### src/rtl/trap_pkg.sv
`default_nettype none
// +------------------------------------------------------------------+
// | trap_pkg : shared states, CSR addresses and cause codes, rev 1.0 |
// +------------------------------------------------------------------+
package trap_pkg;

  typedef enum logic [2:0] {
    ST_IDLE     = 3'd0,
    ST_W_EPC    = 3'd1,
    ST_W_CAUSE  = 3'd2,
    ST_W_STATUS = 3'd3,
    ST_M_STATUS = 3'd4,
    ST_REDIRECT = 3'd5
  } trap_state_e;

  localparam logic [11:0] CSR_MSTATUS = 12'h300;
  localparam logic [11:0] CSR_MIE     = 12'h304;
  localparam logic [11:0] CSR_MTVEC   = 12'h305;
  localparam logic [11:0] CSR_MEPC    = 12'h341;
  localparam logic [11:0] CSR_MCAUSE  = 12'h342;

  localparam logic [30:0] CAUSE_IRQ_TIMER = 31'd7;
  localparam logic [30:0] CAUSE_IRQ_EXT   = 31'd11;

  localparam int MSTATUS_MIE_BIT  = 3;
  localparam int MSTATUS_MPIE_BIT = 7;
  localparam int MIE_MTIE_BIT     = 7;
  localparam int MIE_MEIE_BIT     = 11;

  // Trap entry: stash MIE in MPIE, disable interrupts, return to M-mode.
  function automatic logic [31:0] trap_mstatus(input logic [31:0] s);
    logic [31:0] r;
    r                   = s;
    r[MSTATUS_MPIE_BIT] = s[MSTATUS_MIE_BIT];
    r[MSTATUS_MIE_BIT]  = 1'b0;
    r[12:11]            = 2'b11;
    return r;
  endfunction

  function automatic logic [31:0] mret_mstatus(input logic [31:0] s);
    logic [31:0] r;
    r                   = s;
    r[MSTATUS_MIE_BIT]  = s[MSTATUS_MPIE_BIT];
    r[MSTATUS_MPIE_BIT] = 1'b1;
    return r;
  endfunction

endpackage
`default_nettype wire

### src/rtl/trap_ctrl_if.sv
`default_nettype none
// +------------------------------------------------------------------+
// | trap_ctrl_if : pipeline/CSR bundle for trap_ctrl, rev 1.0        |
// +------------------------------------------------------------------+
interface trap_ctrl_if;
  logic        exc_valid;
  logic [30:0] exc_cause;
  logic [31:0] exc_pc;
  logic [31:0] int_pc;
  logic        irq_ext;
  logic        irq_timer;
  logic        is_mret;
  logic [31:0] mstatus_q;
  logic [31:0] mie_q;
  logic [31:0] mtvec_q;
  logic [31:0] mepc_q;
  logic        csr_we;
  logic [11:0] csr_waddr;
  logic [31:0] csr_wdata;
  logic        stall;
  logic        redirect;
  logic [31:0] redirect_pc;

  modport master (
    output exc_valid, exc_cause, exc_pc, int_pc, irq_ext, irq_timer, is_mret,
    output mstatus_q, mie_q, mtvec_q, mepc_q,
    input  csr_we, csr_waddr, csr_wdata, stall, redirect, redirect_pc
  );

  modport slave (
    input  exc_valid, exc_cause, exc_pc, int_pc, irq_ext, irq_timer, is_mret,
    input  mstatus_q, mie_q, mtvec_q, mepc_q,
    output csr_we, csr_waddr, csr_wdata, stall, redirect, redirect_pc
  );
endinterface
`default_nettype wire

### src/rtl/irq_arbiter.sv
`default_nettype none
// +------------------------------------------------------------------+
// | irq_arbiter : trap source priority and enable gating, rev 1.0    |
// +------------------------------------------------------------------+
module irq_arbiter
  import trap_pkg::*;
(
  input  logic        exc_valid,
  input  logic [30:0] exc_cause,
  input  logic        irq_ext,
  input  logic        irq_timer,
  input  logic [31:0] mie_q,
  input  logic [31:0] mstatus_q,
  output logic        take,
  output logic        is_irq,
  output logic [31:0] cause
);

  logic ext_en;
  logic timer_en;
  logic unused_csr_bits;

  assign ext_en   = irq_ext   & mie_q[MIE_MEIE_BIT] & mstatus_q[MSTATUS_MIE_BIT];
  assign timer_en = irq_timer & mie_q[MIE_MTIE_BIT] & mstatus_q[MSTATUS_MIE_BIT];

  assign unused_csr_bits = ^{mie_q[31:12], mie_q[10:8], mie_q[6:0],
                             mstatus_q[31:4], mstatus_q[2:0]};

  always_comb begin
    take   = 1'b0;
    is_irq = 1'b0;
    cause  = 32'd0;
    if (exc_valid) begin
      take  = 1'b1;
      cause = {1'b0, exc_cause};
    end else if (ext_en) begin
      take   = 1'b1;
      is_irq = 1'b1;
      cause  = {1'b1, CAUSE_IRQ_EXT};
    end else if (timer_en) begin
      take   = 1'b1;
      is_irq = 1'b1;
      cause  = {1'b1, CAUSE_IRQ_TIMER};
    end
  end

endmodule
`default_nettype wire

### src/rtl/trap_ctrl.sv
`default_nettype none
// +------------------------------------------------------------------+
// | trap_ctrl : machine-mode trap entry / MRET CSR sequencer, rev 1.0|
// +------------------------------------------------------------------+
module trap_ctrl
  import trap_pkg::*;
#(
  parameter bit VECTORED_EN = 1'b1
) (
  input  logic          clk,
  input  logic          rst,
  trap_ctrl_if.slave    bus
);

  trap_state_e state_q, state_d;
  logic [31:0] cause_q, cause_d;
  logic [31:0] epc_q, epc_d;
  logic        is_irq_q, is_irq_d;
  logic        is_mret_q, is_mret_d;

  logic        arb_take;
  logic        arb_is_irq;
  logic [31:0] arb_cause;
  logic        accept_trap;
  logic        accept_mret;
  logic        vec_en;
  logic [31:0] tvec_base;

  logic        csr_we;
  logic [11:0] csr_waddr;
  logic [31:0] csr_wdata;
  logic        stall;
  logic        redirect;
  logic [31:0] redirect_pc;

  generate
    if (VECTORED_EN) begin : g_vectored
      assign vec_en = 1'b1;
    end else begin : g_direct
      assign vec_en = 1'b0;
    end
  endgenerate

  irq_arbiter u_irq_arbiter (
    .exc_valid (bus.exc_valid),
    .exc_cause (bus.exc_cause),
    .irq_ext   (bus.irq_ext),
    .irq_timer (bus.irq_timer),
    .mie_q     (bus.mie_q),
    .mstatus_q (bus.mstatus_q),
    .take      (arb_take),
    .is_irq    (arb_is_irq),
    .cause     (arb_cause)
  );

  // Acceptance is masked by reset so stall stays low while rst is held.
  assign accept_trap = rst && (state_q == ST_IDLE) && arb_take;
  assign accept_mret = rst && (state_q == ST_IDLE) && !arb_take && bus.is_mret;
  assign tvec_base   = {bus.mtvec_q[31:2], 2'b00};

  always_comb begin
    state_d   = state_q;
    cause_d   = cause_q;
    epc_d     = epc_q;
    is_irq_d  = is_irq_q;
    is_mret_d = is_mret_q;
    case (state_q)
      ST_IDLE: begin
        if (accept_trap) begin
          state_d   = ST_W_EPC;
          cause_d   = arb_cause;
          epc_d     = (arb_is_irq ? bus.int_pc : bus.exc_pc) & 32'hFFFF_FFFC;
          is_irq_d  = arb_is_irq;
          is_mret_d = 1'b0;
        end else if (accept_mret) begin
          state_d   = ST_M_STATUS;
          is_irq_d  = 1'b0;
          is_mret_d = 1'b1;
        end
      end
      ST_W_EPC:    state_d = ST_W_CAUSE;
      ST_W_CAUSE:  state_d = ST_W_STATUS;
      ST_W_STATUS: state_d = ST_REDIRECT;
      ST_M_STATUS: state_d = ST_REDIRECT;
      ST_REDIRECT: state_d = ST_IDLE;
      default:     state_d = ST_IDLE;
    endcase
  end

  always_ff @(posedge clk) begin
    if (!rst) begin
      state_q   <= ST_IDLE;
      cause_q   <= 32'd0;
      epc_q     <= 32'd0;
      is_irq_q  <= 1'b0;
      is_mret_q <= 1'b0;
    end else begin
      state_q   <= state_d;
      cause_q   <= cause_d;
      epc_q     <= epc_d;
      is_irq_q  <= is_irq_d;
      is_mret_q <= is_mret_d;
    end
  end

  always_comb begin
    csr_we      = 1'b0;
    csr_waddr   = 12'd0;
    csr_wdata   = 32'd0;
    redirect    = 1'b0;
    redirect_pc = 32'd0;
    stall       = accept_trap | accept_mret;
    if (rst) begin
      case (state_q)
        ST_W_EPC: begin
          stall     = 1'b1;
          csr_we    = 1'b1;
          csr_waddr = CSR_MEPC;
          csr_wdata = epc_q;
        end
        ST_W_CAUSE: begin
          stall     = 1'b1;
          csr_we    = 1'b1;
          csr_waddr = CSR_MCAUSE;
          csr_wdata = cause_q;
        end
        ST_W_STATUS: begin
          stall     = 1'b1;
          csr_we    = 1'b1;
          csr_waddr = CSR_MSTATUS;
          csr_wdata = trap_mstatus(bus.mstatus_q);
        end
        ST_M_STATUS: begin
          stall     = 1'b1;
          csr_we    = 1'b1;
          csr_waddr = CSR_MSTATUS;
          csr_wdata = mret_mstatus(bus.mstatus_q);
        end
        ST_REDIRECT: begin
          stall    = 1'b1;
          redirect = 1'b1;
          if (is_mret_q) begin
            redirect_pc = bus.mepc_q;
          end else if (vec_en && is_irq_q && (bus.mtvec_q[1:0] == 2'b01)) begin
            redirect_pc = tvec_base + {cause_q[29:0], 2'b00};
          end else begin
            redirect_pc = tvec_base;
          end
        end
        default: ;
      endcase
    end
  end

  assign bus.csr_we      = csr_we;
  assign bus.csr_waddr   = csr_waddr;
  assign bus.csr_wdata   = csr_wdata;
  assign bus.stall       = stall;
  assign bus.redirect    = redirect;
  assign bus.redirect_pc = redirect_pc;

endmodule
`default_nettype wire
### src/flat_wrapper.sv
// flat-port wrapper written by rule: the top's interface ports become plain ports
module trap_ctrl_flat import trap_pkg::*;
#(
  parameter bit VECTORED_EN = 1'b1
)
  (clk, rst, bus_exc_valid, bus_exc_cause, bus_exc_pc, bus_int_pc, bus_irq_ext, bus_irq_timer, bus_is_mret, bus_mstatus_q, bus_mie_q, bus_mtvec_q, bus_mepc_q, bus_csr_we, bus_csr_waddr, bus_csr_wdata, bus_stall, bus_redirect, bus_redirect_pc);
  trap_ctrl_if bus_i ();
  input  logic clk;
  input  logic rst;
  input wire logic [$bits(bus_i.exc_valid)-1:0] bus_exc_valid;
  input wire logic [$bits(bus_i.exc_cause)-1:0] bus_exc_cause;
  input wire logic [$bits(bus_i.exc_pc)-1:0] bus_exc_pc;
  input wire logic [$bits(bus_i.int_pc)-1:0] bus_int_pc;
  input wire logic [$bits(bus_i.irq_ext)-1:0] bus_irq_ext;
  input wire logic [$bits(bus_i.irq_timer)-1:0] bus_irq_timer;
  input wire logic [$bits(bus_i.is_mret)-1:0] bus_is_mret;
  input wire logic [$bits(bus_i.mstatus_q)-1:0] bus_mstatus_q;
  input wire logic [$bits(bus_i.mie_q)-1:0] bus_mie_q;
  input wire logic [$bits(bus_i.mtvec_q)-1:0] bus_mtvec_q;
  input wire logic [$bits(bus_i.mepc_q)-1:0] bus_mepc_q;
  output wire logic [$bits(bus_i.csr_we)-1:0] bus_csr_we;
  output wire logic [$bits(bus_i.csr_waddr)-1:0] bus_csr_waddr;
  output wire logic [$bits(bus_i.csr_wdata)-1:0] bus_csr_wdata;
  output wire logic [$bits(bus_i.stall)-1:0] bus_stall;
  output wire logic [$bits(bus_i.redirect)-1:0] bus_redirect;
  output wire logic [$bits(bus_i.redirect_pc)-1:0] bus_redirect_pc;
  assign bus_i.exc_valid = bus_exc_valid;
  assign bus_i.exc_cause = bus_exc_cause;
  assign bus_i.exc_pc = bus_exc_pc;
  assign bus_i.int_pc = bus_int_pc;
  assign bus_i.irq_ext = bus_irq_ext;
  assign bus_i.irq_timer = bus_irq_timer;
  assign bus_i.is_mret = bus_is_mret;
  assign bus_i.mstatus_q = bus_mstatus_q;
  assign bus_i.mie_q = bus_mie_q;
  assign bus_i.mtvec_q = bus_mtvec_q;
  assign bus_i.mepc_q = bus_mepc_q;
  assign bus_csr_we = bus_i.csr_we;
  assign bus_csr_waddr = bus_i.csr_waddr;
  assign bus_csr_wdata = bus_i.csr_wdata;
  assign bus_stall = bus_i.stall;
  assign bus_redirect = bus_i.redirect;
  assign bus_redirect_pc = bus_i.redirect_pc;
  trap_ctrl #(.VECTORED_EN(VECTORED_EN)) u_core (.clk(clk), .rst(rst), .bus(bus_i));
endmodule
### config.mk
export PLATFORM = sky130hd
export DESIGN_NAME = trap_ctrl_flat
export DESIGN_NICKNAME = d
export VERILOG_FILES = /design/src/rtl/trap_pkg.sv /design/src/rtl/trap_ctrl_if.sv /design/src/rtl/irq_arbiter.sv /design/src/rtl/trap_ctrl.sv /design/src/flat_wrapper.sv
export SDC_FILE = /design/constraint.sdc
export NUM_CORES = 1
export LEC_CHECK = 0
export ABC_AREA = 1
export BUFFER_PORTS_ARGS = -buffer_cell sky130_fd_sc_hd__buf_2
export CAP_MARGIN = 20
export CORE_ASPECT_RATIO = 1.1
export CORE_UTILIZATION = 43
export DETAILED_ROUTE_END_ITERATION = 10
export PLACE_DENSITY = 0.79
export SYNTH_ARGS = -nofsm -noshare
export SYNTH_HDL_FRONTEND = slang
export SYNTH_SLANG_ARGS = --single-unit
### constraint.sdc
create_clock -name clk -period 2.6 [get_ports clk]
set_clock_uncertainty 0.05 [all_clocks]
set_input_delay 0.65 -clock clk [delete_from_list [all_inputs] [get_ports clk]]
set_output_delay 0.65 -clock clk [all_outputs]
set_load 0.005 [all_outputs]
Word-level counts from Yosys, hierarchy flattened
Index checks and enable logic that the tools add are counted.
{"block": "totals", "ff_bits": 67, "output_inout_bits": 79}
{"block": "op_classes", "n_addsub": 1, "eq_ne": 7, "n_mux": 29, "n_bitwise": 5, "n_reduce_logical": 13}
{"op": "two-way mux 32 bit", "n": 9}
{"op": "one-hot mux 32 bit (4 select lines)", "n": 1}
{"op": "adder 32 bit", "n": 1}
{"op": "one-hot mux 10 bit (3 select lines)", "n": 1}
{"op": "two-way mux 1 bit", "n": 14}
{"op": "two-way mux 12 bit", "n": 1}
{"op": "one-hot mux 3 bit (4 select lines)", "n": 1}
{"op": "== test 3 x 2 -> 1 bit, second input constant", "n": 2}
{"op": "== test 3 bit, second input constant", "n": 2}
{"op": "two-way mux 3 bit", "n": 2}
{"op": "logical AND 1 bit", "n": 5}
{"op": "OR reduction 5 bit", "n": 1}
{"op": "bitwise AND 1 bit", "n": 4}
{"op": "AND reduction 2 bit", "n": 2}
{"op": "OR reduction 4 bit", "n": 1}
{"op": "== test 3 x 1 -> 1 bit, second input constant", "n": 1}
{"op": "zero test 3 bit", "n": 1}
{"op": "!= test 3 x 1 -> 1 bit, second input constant", "n": 1}
{"op": "== test 2 x 1 -> 1 bit, second input constant", "n": 1}
{"op": "nonzero test 2 bit", "n": 1}
{"op": "OR reduction 2 bit", "n": 1}
{"op": "zero test 1 bit", "n": 1}
{"op": "OR 1 bit", "n": 1}

Longest topological paths before layout
{"block": "logic_depth", "ltp_word": 11, "depth_mapped": 13, "depth_no_buf": 13}

Cells and area by module
From an unflattened synthesis, not the netlist that was laid out.
{"block": "unflattened", "cells_unflattened": 1165, "hier_area_um2": 6487.5}
{"module": "trap_ctrl", "instances": 1, "cells_each": 1086, "area_per_inst_um2": 6175.9, "seq_area_each_um2": 1341.3}
{"module": "irq_arbiter", "instances": 1, "cells_each": 79, "area_per_inst_um2": 311.5, "seq_area_each_um2": 0.0}

Worst setup path before layout
OpenSTA, ideal clock, no wires.
{"block": "synth_timing", "kind": "in2out", "start": "input port bus_mtvec_q[2]", "end": "output port bus_redirect_pc[18]", "t_arrival_ns": 2.127, "setup_slack_ns": -0.227, "cell_stages": 13, "path_cell_list": "ha_1 inv_1 fa_1 inv_1 nand3_1 nand3_1 nand2_1 nand2_1 nand2_1 nand2_1 xor2_1 nand2_1 a21oi_1"}
{"block": "synth_via", "elab_chain_len": 5}
{"element": "start, declared", "line_no": "flat_wrapper.sv:19", "source": "input wire logic [$bits(bus_i.mtvec_q)-1:0] bus_mtvec_q;"}
{"element": "adder 32 bit", "line_no": "trap_ctrl.sv:145", "source": "redirect_pc = tvec_base + {cause_q[29:0], 2'b00};"}
{"element": "two-way mux 32 bit", "line_no": "trap_ctrl.sv:144", "source": "end else if (vec_en && is_irq_q && (bus.mtvec_q[1:0] == 2'b01)) begin"}
{"element": "two-way mux 32 bit", "line_no": "trap_ctrl.sv:142", "source": "if (is_mret_q) begin"}
{"element": "two-way mux 32 bit", "line_no": "trap_ctrl.sv:114", "source": "case (state_q)"}
{"element": "two-way mux 32 bit", "line_no": "trap_ctrl.sv:113", "source": "if (rst) begin"}
{"element": "end, declared", "line_no": "flat_wrapper.sv:26", "source": "output wire logic [$bits(bus_i.redirect_pc)-1:0] bus_redirect_pc;"}
Every way passes these cells.

Worst setup path in the final report
{"block": "layout_timing", "start": "input port bus_mtvec_q[20]", "end": "output port bus_redirect_pc[27]"}
The elaborated chain is that of the path after synthesis.

==> results.md <==
* Status: complete, but fails checks
* Failing checks: negative setup slack
* Register area at roughly 1400 um2
* CTS tree: built
* Crit-path cells: buf_2 -> ha_4 -> nand2_2 -> nor2_2 -> inv_1 -> nor3_2 -> nand2_1 -> nand3_1 -> nand3_1 -> a21oi_1 -> buf_2
* Async S/R FF share, synth at 0
* Hold Path Class: flip-flop to flip-flop
* Nature of the critical path startpoint: input pin
* Clock network fraction of total power at 0.194
* Congestion Overflow GR at 0
* Comb pwr share at 0.563
* HPWL Detailed at roughly 18 mm
* Period Utilization, post-route at 1.14
* VDD IR-drop max at approximately 0.54 mV
* Critical path class: input pin to primary output
* Final slew viol count at 0
* Adder-cell area share of the yosys netlist at 0.0610
* Routability cong. at about 0.91
* Synth unique cells at 46
* R2R cell count at 8
* Port bufs at 266
* Post-synth top cells: 261 x nand2_1, 137 x inv_1, 136 x nor2_1
* First-pass GRT wire length at 38.4 mm
* Antenna-violating nets left at 0
* DRC errors left at 0
* Seq/Total Area, Yosys at 0.214
* Compound-Gate Fraction of Synth Area at 0.237
* Ports at between 300 and 400
* Starting Density at 0.448
* Seq pwr share at 0.243
* Worst setup slack after layout at -0.362 ns
* Initial antenna violation count at 0
* Pleak at 0.00501 uW
* Vias at 8666
* Fillers at 1140
* WHS at 0.426 ns
* Row cnt at 45
* XOR/XNOR Fraction of Synth Area at 0.0167
* Clock tree buffer depth at 2
* Ys flop type: dfxtp_1
* Switching Fraction at 0.412
* Num CTS Buffers at 9
* RSZ-0062 raised after global routing: yes
* Crit path capture type: primary output
* Main combinational cell family by area after synthesis: simple AND/OR/NAND/NOR gates
* Syn Inst Count at 1066
* Number of synthesized flops with an enable pin at 0
* Clock slew at reported path FFs at ~0.060 ns
* Max FO, Critical Path at 4
* Layout Cells excl Fill at between 1500 and 2000
* Fraction of layout cells with a size suffix above 1 at 0.453
* Post-synth top area share at 0.214
* CP Data Required Time at about 1.9 ns
* Die width at approximately 120 um
* Placement Setup Slack at -0.460 ns
* Worst skew pair latency at 0.33 ns
* Vias/cell at approximately 5.4
* #FFs+latches synth at 67
* Final setup violating endpoints at 28
* Slowest CP cell: ha_4
* CTS root buffer: clkbuf_16
* Layout overhead on the synthesized area at 61.6%
* Biggest area consumer among synthesized cells: dfxtp_1
* Synth warn at 0
* Count leader, synth: nand2_1
* Final Net Count at about 1700
* Post-synthesis mux area share at 0
* Largest net degree at the start of global routing at 96
* Top cells by area, synth: dfxtp_1 21%, nand2_1 16%, a21oi_1 8.5%
* Antenna diode count at 0
* Utilization after layout at 0.724
* Pwr Density at roughly 610 nW/um2
* Placed cells at 1589
* GRT Overall Usage at 0.329
* Vias in the first global route at 7957
* Die extent in y at 129 um
* Tmin final at 2.96 ns
* Final hold vios at 0
* Die area at 15100 um2
* Max_cap viols at 0
* Footprint of the multi-input gates at 5120 um2
* 1st-iter DRT viols at between 500 and 600
* Drt pass-1 iters at 5
* CTS Sinks at 67
* WP data arrival at approximately 2.3 ns
* Synth Cell Area at 6280 um2
* Hold Path Depth at 2
* Synth Area in Simple Gates at 0.331
* Sw power at roughly 2600 uW
* CORE AREA at 14000 um2
* Max incr delay on CP at 0.30 ns
* Fmax at 0.338 GHz
* DR WL/cell at between 15 and 20 um
* Final WL at 26.0 mm
* H-tree depth at 3
* Cell internal pwr at between 3000 and 4000 uW
* Syn Area/Cell at 5.89 um2
* Final Power at between 6000 and 7000 uW
==> power groups by stage <==
stage                     registers (uW)  clock network (uW)  logic, uW
after floorplan                     1430                   0       1780
after global placement              1470                   0       2810
after detailed placement            1480                   0       2860
after CTS                           1490                1210       3210
after global routing                1530                1270       3810
final                               1510                1210       3500
==> metal layers <==
metal,global-route usage,up-vias,share of wire
li1,-,4224,-
met1,0.399,3992,0.39
met2,0.572,389,0.51
met3,0.0509,61,0.067
met4,0.137,0,0.035
met5,0,-,0
==> sequential cells by signal, summed over array words and instances, names as in the netlist <==
| signal | count |
|---|---|
| u_core.cause_q | 32 |
| u_core.epc_q | 30 |
| u_core.is_irq_q | 1 |
| u_core.is_mret_q | 1 |
| u_core.state_q | 3 |
==> cells by family (layout without fill, tap and decap cells) <==
| family | count (synthesis) | in the layout |
|---|---|---|
| AOI/OAI and AO/OA | 248 | 248 |
| xor gates and xnor gates | 12 | 12 |
| adders and majority gates | 30 | 30 |
| buffers and inverters | 208 | 566 |
| DFF | 67 | 67 |
| other | 1 | 7 |
| and+or+nand+nor | 500 | 500 |
==> through the flow <==
step                      setup TNS, ns  cell area [um2]
after CTS                         -5.51             9760
final                             -7.02            10100
after detailed placement          -9.75             8620
after floorplan                  -0.235             6360
after global routing              -9.37            10100
after global placement            -9.38             8620
==> critical path: cells and delay by family <==
kind            cells  cell delay [ns]
simple gates        6             0.74
buf+inv             3             0.38
fa+ha+maj           1             0.30
compound gates      1             0.17
==> what timing repair did <==
item | in CTS | in global routing
hold buffers | 0 | 0
cloned | 0 | 0
pin swaps | 48 | 37
endpoints found under the hold margin | 0 | 0
endpoints found under the setup margin | 50 | 46
resized for setup | 155 | 114
buffers inserted | 10 | 3
==> cell type report <==
type                    count  share of cell area
inverters                 145              0.0540
clock buffers              12              0.0243
flip-flops and latches     67               0.134
multi-input cells         797               0.505
clock inverters             4             0.00493
repair buffers            405               0.255
well taps                 188              0.0232
==> cell usage in the layout (no fill, tap or decap), types with 17 or more instances in the layout <==
cell,n
dfxtp_1,54
nor2_1,113
a221oi_1,24
nand2_1,181
o32ai_1,28
nor2_2,17
buf_2,252
o21ai_0,38
ha_4,29
a21oi_2,26
nand2_4,18
nand3_1,56
nand2_2,66
o21ai_1,30
inv_1,127
a21oi_1,77
buf_6,17
buf_4,126
==> worst paths after layout <==
kind                                         from                               to  slack, ns
setup / recovery                  bus_mtvec_q[20]              bus_redirect_pc[27]      -0.36
hold reg to reg   u_core.cause_q[30]$_SDFFE_PN0P_  u_core.cause_q[30]$_SDFFE_PN0P_       0.43
hold / removal    u_core.cause_q[30]$_SDFFE_PN0P_  u_core.cause_q[30]$_SDFFE_PN0P_       0.43
setup reg to reg   u_core.state_q[1]$_SDFFE_PN0P_    u_core.epc_q[25]$_SDFFE_PN0P_       0.79
Note: power is estimated with default switching activity, not from simulation.
